`src/rtl/hazard_pkg.sv`:
```
// Shared encodings and control bundle for the pipeline stall/flush scheduler.
package hazard_pkg;

   localparam int unsigned REG_W    = 5;
   localparam int unsigned PC_SEL_W = 2;

   localparam logic [PC_SEL_W-1:0] PC_SEQ  = 2'd0;
   localparam logic [PC_SEL_W-1:0] PC_BR   = 2'd1;
   localparam logic [PC_SEL_W-1:0] PC_TRAP = 2'd2;
   localparam logic [PC_SEL_W-1:0] PC_EPC  = 2'd3;

   typedef enum logic [1:0] {
      ST_RUN        = 2'd0,
      ST_DWAIT      = 2'd1,
      ST_DWAIT_TRAP = 2'd2,
      ST_REDIRECT   = 2'd3
   } hz_state_t;

   typedef struct packed {
      logic stall_pc;
      logic stall_ifid;
      logic stall_idexe;
      logic stall_exemem;
      logic stall_memwb;
      logic flush_ifid;
      logic flush_idexe;
      logic flush_exemem;
      logic flush_memwb;
   } pipe_ctl_t;

   // Exception outranks xRET when both are reported at WB.
   function automatic logic [PC_SEL_W-1:0] trap_pc_sel(input logic except);
      return except ? PC_TRAP : PC_EPC;
   endfunction

endpackage

```
`src/rtl/hazard_detect.sv`:
```
// Load-use comparator: a load in EXE feeding a source register read in ID.
module hazard_detect
   import hazard_pkg::*;
(
   input  logic [REG_W-1:0] id_rs1,
   input  logic [REG_W-1:0] id_rs2,
   input  logic             id_use_rs1,
   input  logic             id_use_rs2,
   input  logic [REG_W-1:0] exe_rd,
   input  logic             exe_we_reg,
   input  logic             exe_is_load,
   output logic             load_use_c
);

   // x0 is never a real producer, so it never stalls.
   always_comb begin
      load_use_c = 1'b0;
      if (exe_is_load && exe_we_reg && (exe_rd != '0)) begin
         load_use_c = (id_use_rs1 && (id_rs1 == exe_rd)) ||
                      (id_use_rs2 && (id_rs2 == exe_rd));
      end
   end

endmodule

```
`src/rtl/pipe_hazard_ctrl.sv`:
```
// Central stall/flush scheduler for the 5-stage pipeline with dmem handshake
// ownership and wrapping performance counters.
module pipe_hazard_ctrl
   import hazard_pkg::*;
#(
   parameter int unsigned CNT_W        = 32,
   parameter int unsigned REDIRECT_CYC = 1
) (
   input  logic                clk,
   input  logic                rstn,
   input  logic [REG_W-1:0]    id_rs1,
   input  logic [REG_W-1:0]    id_rs2,
   input  logic                id_use_rs1,
   input  logic                id_use_rs2,
   input  logic [REG_W-1:0]    exe_rd,
   input  logic                exe_we_reg,
   input  logic                exe_is_load,
   input  logic                exe_br_taken,
   input  logic                mem_access,
   input  logic                dmem_ack,
   input  logic                wb_except,
   input  logic [1:0]          wb_ret,
   output logic                dmem_req,
   output logic                stall_pc,
   output logic                stall_ifid,
   output logic                stall_idexe,
   output logic                stall_exemem,
   output logic                stall_memwb,
   output logic                flush_ifid,
   output logic                flush_idexe,
   output logic                flush_exemem,
   output logic                flush_memwb,
   output logic [PC_SEL_W-1:0] pc_sel,
   output logic [CNT_W-1:0]    cnt_loaduse,
   output logic [CNT_W-1:0]    cnt_dmem_wait,
   output logic [CNT_W-1:0]    cnt_redirect
);

   localparam int unsigned RC_W     = (REDIRECT_CYC > 2) ? $clog2(REDIRECT_CYC) : 1;
   localparam int unsigned RC_LAST  = (REDIRECT_CYC > 1) ? (REDIRECT_CYC - 2) : 0;

   hz_state_t           state_q, state_d;
   logic                pend_q, pend_d;
   logic [PC_SEL_W-1:0] kind_q, kind_d;
   logic [RC_W-1:0]     rc_q, rc_d;
   logic [CNT_W-1:0]    cnt_lu_q, cnt_dw_q, cnt_rd_q;

   pipe_ctl_t           ctl;
   logic [PC_SEL_W-1:0] pc_sel_c;
   logic                req_c;
   logic                inc_lu, inc_dw, inc_rd;
   logic                do_trap, do_stall, do_adv;
   logic [PC_SEL_W-1:0] trap_sel_c;
   logic                trap_c;
   logic                load_use_c;

   hazard_detect u_detect (
      .id_rs1      (id_rs1),
      .id_rs2      (id_rs2),
      .id_use_rs1  (id_use_rs1),
      .id_use_rs2  (id_use_rs2),
      .exe_rd      (exe_rd),
      .exe_we_reg  (exe_we_reg),
      .exe_is_load (exe_is_load),
      .load_use_c  (load_use_c)
   );

   assign trap_c = wb_except || (wb_ret != 2'd0);

   // Next-state and pipeline control; the case picks an action, the tail applies it.
   always_comb begin
      state_d    = state_q;
      pend_d     = pend_q;
      kind_d     = kind_q;
      rc_d       = rc_q;
      ctl        = '0;
      pc_sel_c   = PC_SEQ;
      req_c      = 1'b0;
      inc_lu     = 1'b0;
      inc_dw     = 1'b0;
      inc_rd     = 1'b0;
      do_trap    = 1'b0;
      do_stall   = 1'b0;
      do_adv     = 1'b0;
      trap_sel_c = trap_pc_sel(wb_except);

      case (state_q)
         ST_RUN: begin
            if (trap_c) begin
               do_trap = 1'b1;
            end else begin
               req_c = mem_access;
               if (mem_access && !dmem_ack) begin
                  do_stall = 1'b1;
                  state_d  = ST_DWAIT;
               end else begin
                  do_adv = 1'b1;
               end
            end
         end
         ST_DWAIT: begin
            req_c  = 1'b1;
            inc_dw = 1'b1;
            if (trap_c && dmem_ack) begin
               do_trap = 1'b1;
            end else if (trap_c) begin
               do_stall = 1'b1;
               pend_d   = 1'b1;
               kind_d   = trap_sel_c;
               state_d  = ST_DWAIT_TRAP;
            end else if (dmem_ack) begin
               do_adv  = 1'b1;
               state_d = ST_RUN;
            end else begin
               do_stall = 1'b1;
            end
         end
         ST_DWAIT_TRAP: begin
            req_c  = 1'b1;
            inc_dw = 1'b1;
            if (dmem_ack) begin
               pend_d = 1'b0;
               if (pend_q) begin
                  do_trap    = 1'b1;
                  trap_sel_c = kind_q;
               end else begin
                  state_d = ST_RUN;
               end
            end else begin
               do_stall = 1'b1;
            end
         end
         ST_REDIRECT: begin
            ctl.flush_ifid   = 1'b1;
            ctl.flush_idexe  = 1'b1;
            ctl.flush_exemem = 1'b1;
            ctl.flush_memwb  = 1'b1;
            if (rc_q == RC_W'(RC_LAST)) begin
               rc_d    = '0;
               state_d = ST_RUN;
            end else begin
               rc_d = rc_q + RC_W'(1);
            end
         end
         default: state_d = ST_RUN;
      endcase

      if (do_trap) begin
         ctl.flush_ifid   = 1'b1;
         ctl.flush_idexe  = 1'b1;
         ctl.flush_exemem = 1'b1;
         ctl.flush_memwb  = 1'b1;
         pc_sel_c         = trap_sel_c;
         inc_rd           = 1'b1;
         rc_d             = '0;
         state_d          = (REDIRECT_CYC > 1) ? ST_REDIRECT : ST_RUN;
      end

      if (do_stall) begin
         ctl.stall_pc     = 1'b1;
         ctl.stall_ifid   = 1'b1;
         ctl.stall_idexe  = 1'b1;
         ctl.stall_exemem = 1'b1;
         ctl.flush_memwb  = 1'b1;
      end

      if (do_adv) begin
         if (exe_br_taken) begin
            ctl.flush_ifid  = 1'b1;
            ctl.flush_idexe = 1'b1;
            pc_sel_c        = PC_BR;
            inc_rd          = 1'b1;
         end else if (load_use_c) begin
            ctl.stall_pc    = 1'b1;
            ctl.stall_ifid  = 1'b1;
            ctl.flush_idexe = 1'b1;
            inc_lu          = 1'b1;
         end
      end
   end

   // State, pending-trap bookkeeping and redirect hold counter.
   always_ff @(posedge clk) begin
      if (!rstn) begin
         state_q <= ST_RUN;
         pend_q  <= 1'b0;
         kind_q  <= PC_SEQ;
         rc_q    <= '0;
      end else begin
         state_q <= state_d;
         pend_q  <= pend_d;
         kind_q  <= kind_d;
         rc_q    <= rc_d;
      end
   end

   // Wrapping performance counters.
   always_ff @(posedge clk) begin
      if (!rstn) begin
         cnt_lu_q <= '0;
         cnt_dw_q <= '0;
         cnt_rd_q <= '0;
      end else begin
         if (inc_lu) cnt_lu_q <= cnt_lu_q + CNT_W'(1);
         if (inc_dw) cnt_dw_q <= cnt_dw_q + CNT_W'(1);
         if (inc_rd) cnt_rd_q <= cnt_rd_q + CNT_W'(1);
      end
   end

   assign dmem_req      = req_c;
   assign stall_pc      = ctl.stall_pc;
   assign stall_ifid    = ctl.stall_ifid;
   assign stall_idexe   = ctl.stall_idexe;
   assign stall_exemem  = ctl.stall_exemem;
   assign stall_memwb   = ctl.stall_memwb;
   assign flush_ifid    = ctl.flush_ifid;
   assign flush_idexe   = ctl.flush_idexe;
   assign flush_exemem  = ctl.flush_exemem;
   assign flush_memwb   = ctl.flush_memwb;
   assign pc_sel        = pc_sel_c;
   assign cnt_loaduse   = cnt_lu_q;
   assign cnt_dmem_wait = cnt_dw_q;
   assign cnt_redirect  = cnt_rd_q;

endmodule

```
`config.mk`:
```
export PLATFORM = sky130hd
export DESIGN_NAME = pipe_hazard_ctrl
export DESIGN_NICKNAME = d
export VERILOG_FILES = /design/src/rtl/hazard_pkg.sv /design/src/rtl/hazard_detect.sv /design/src/rtl/pipe_hazard_ctrl.sv
export SDC_FILE = /design/constraint.sdc
export NUM_CORES = 1
export LEC_CHECK = 0
export ABC_AREA = 1
export CAP_MARGIN = 25
export CORE_ASPECT_RATIO = 1.1
export CORE_MARGIN = 4
export CORE_UTILIZATION = 44
export DETAILED_ROUTE_END_ITERATION = 7
export GPL_TIMING_DRIVEN = 0
export MAX_ROUTING_LAYER = met4
export PLACE_DENSITY = 0.71
export RECOVER_POWER = 25
export SETUP_SLACK_MARGIN = 0.4
export SLEW_MARGIN = 20
export SYNTH_ARGS = -nofsm -noshare
export SYNTH_HDL_FRONTEND = slang
export SYNTH_SLANG_ARGS = --single-unit
```
`constraint.sdc`:
```
create_clock -name clk -period 2.2 [get_ports clk]
set_input_delay 0.33 -clock clk [delete_from_list [all_inputs] [get_ports clk]]
set_output_delay 0.33 -clock clk [all_outputs]
set_load 0.01 [all_outputs]
```
==> flow_summary.ini <==
[status]
outcome = finished, final reports clean

[placed_design]
dp_hpwl_um = 13200
place.port_buffers = 132
place_congestion = 0.940
pre_cts_ws_ns = -0.685

[die]
rows = 44
initial_utilization = 0.455
fp.dieW_um = 120
die_area_um2 = 15800
core_area_um2 = 13400
die_h_um = 131
pin_count = 135

[worst_setup_path]
slowest_delay_ns = 0.36
crit_chain = buf_4 -> ha_4 -> o311ai_4 -> buf_4 -> nand2_4 -> buf_6 -> buf_6
r2r_cells = 14
required_ns = 1.87
timing.rr.end = cnt_redirect[23]
cpMaxStageDelayCell = dfxtp_4
path_class = reg -> out
critPathMaxFanout = 6
ff2ff_setup_slack_ns = 0.18
cp-start-kind = register
end_kind = output pin
path_delay_family = buffers and inverters
crit_start = state_q[1]
reg2reg_from = state_q[1]
path_buf_inv = 4
crit_end = stall_pc
cp_num_cells = 7
arrival_ns = 1.82

[synthesis]
ys_seq_area_frac = 0.332
yosysTopAreaCell = dfxtp_1
ys_types = 44
yosys.area.top_type_share = 0.332
ys.flop_type = dfxtp_1
syn_inst = 976
yosys_warnings = 0
synth_area_um2 = 6080
ys_ff_latch = 101
avgSynthCellArea_um2 = 6.23
synth.area.top_cells = dfxtp_1 (33%), nand2_1 (16%), nor2_1 (12%)
synth_edf_count = 0
synthArstFlopShare = 0
syn-num-nets = 1010

[finish]
nNetsFinal = 1200
drive_above_1_share = 0.199
utilization = 0.678
syn2layout_area_growth_pct = 49.2
register_area_um2 = 2040
layout_common_cells = nand2_1 (237), nor2_1 (173), inv_1 (108)
final_common_cell = nand2_1
fill_cells = 1173
multi_input_area_um2 = 4000
antenna-diode-count = 0

[grt]
antenna_found_initial = 0
grt_max_degree = 16
grt_pass1_vias = 6571
grt_pass1_wl_um = 31200
grt.total_usage = 0.247
grt.overflow.total = 0

[cts]
cts-root-buf = clkbuf_16
clk_pin_slew_ns = 0.07
htreeDepth = 3
cts_buffers = 9
insertion_delay_ns = 0.35
cts.sinks = 101
cts_tree = yes
cts.path.max_buffers = 2

[pwr]
vdd_drop_max_uv = 316
power-per-cell-area_nw_per_um2 = 435
p_leak_nw = 3.43

[job]
cap_viol_max_count = 0

[timing]
max_freq_mhz = 466
relSlewSlack = 0.517
period_share = 0.976
worst_slack_ns = 0.0527
drv_slew = 0
tightestPinTransition_ns = 0.725
period_minus_slack_ns = 2.15
setup_viol = 0
hold_viol_final = 0
fin_skew_ns = 0.0117
rsz0062_at_grt = yes

[drt]
drt_iter0_drc = 583
dr_total_vias = 6970
drc = 0
finalWirelength_um = 19500
via_per_inst = 5.14
drt_pre_antenna_iters = 5
final_antenna_net_count = 0
routedWlPerCell_um = 14.4

[hold_path]
hold_class = in -> reg
[per-layer routing]
| layer | GRT usage | part of all wire |
|---|---|---|
| met4 | 0.0993 | 0.031 |
| met2 | 0.405 | 0.48 |
| met3 | 0.0494 | 0.059 |
| met1 | 0.297 | 0.43 |
| met5 | - | 0 |
[cells by family after synthesis]
group                    synth area share
buffers and inverters               0.101
flip-flops                          0.332
AND/OR/NAND/NOR                     0.441
other                            0.000616
adder cells (fa/ha/maj)            0.0144
AO/OA/AOI/OAI                      0.0851
XOR/XNOR                           0.0259
[through the flow]
step	total power, mW	hold slack [ns]	setup TNS [ns]	instance area (um2)	cells
3_5_place_dp	2.14	0.458	-4.40	7670	1292
6_report	3.95	0.405	0	9080	1355
4_1_cts	3.93	0.397	0	8550	1340
2_1_floorplan	2.02	0.425	0	6120	976
3_3_place_gp	2.14	0.445	-4.13	7670	1292
5_1_grt	4.08	0.430	-0.0212	9080	1355
[worst min path at each step]
stage	startpoint	to	slack, ns	cells after the start
after detailed placement	kind_q[1]	kind_q[1]	0.46	2
after global placement	kind_q[1]	kind_q[1]	0.45	2
after CTS	wb_except	kind_q[0]	0.40	2
after global routing	wb_except	kind_q[0]	0.43	2
after floorplan	wb_except	kind_q[0]	0.42	1
final	wb_except	kind_q[0]	0.41	2
[repair_timing]
action | CTS | global route
cloned | 3 | 1
endpoints found under the hold margin | 0 | 0
resized for setup | 140 | 137
setup endpoints to repair | 43 | 79
pin swaps | 29 | 61
setup buffers | 29 | 14
hold buffers | 0 | 0
[sequential cells by signal, summed over array words and instances (netlist names)]
register and cells:
cnt_redirect 32, state_q 2, pend_q 1, cnt_dmem_wait 32, kind_q 2, cnt_loaduse 32
[power breakdown]
part	leakage, nW	internal, mW	switching (mW)	total [mW]
sequential	0.819	1.83	0.00693	1.84
combinational	2.46	0.149	0.187	0.336
clock	0.156	1.06	0.712	1.77
[area by class of cell]
cell class / instances / share of cell area
buffer: 21 / 0.0194
clock buffer: 13 / 0.0287
clock inverter: 3 / 0.00744
inverter: 126 / 0.0556
multi-input combinational: 728 / 0.440
sequential: 101 / 0.225
tap: 184 / 0.0254
timing repair buffer: 179 / 0.199
[cells in the mapped netlist, types with 9 or more instances]
cell       n
xor2_1    16
inv_1    116
nor3_1    27
inv_2      9
nor2_1   193
dfxtp_1  101
o21ai_0   35
nand4_1   29
nor2_2    14
nand2_1  260
a21oi_1   44
nand3_1   50
No activity file was read; power rests on OpenSTA's default activity.
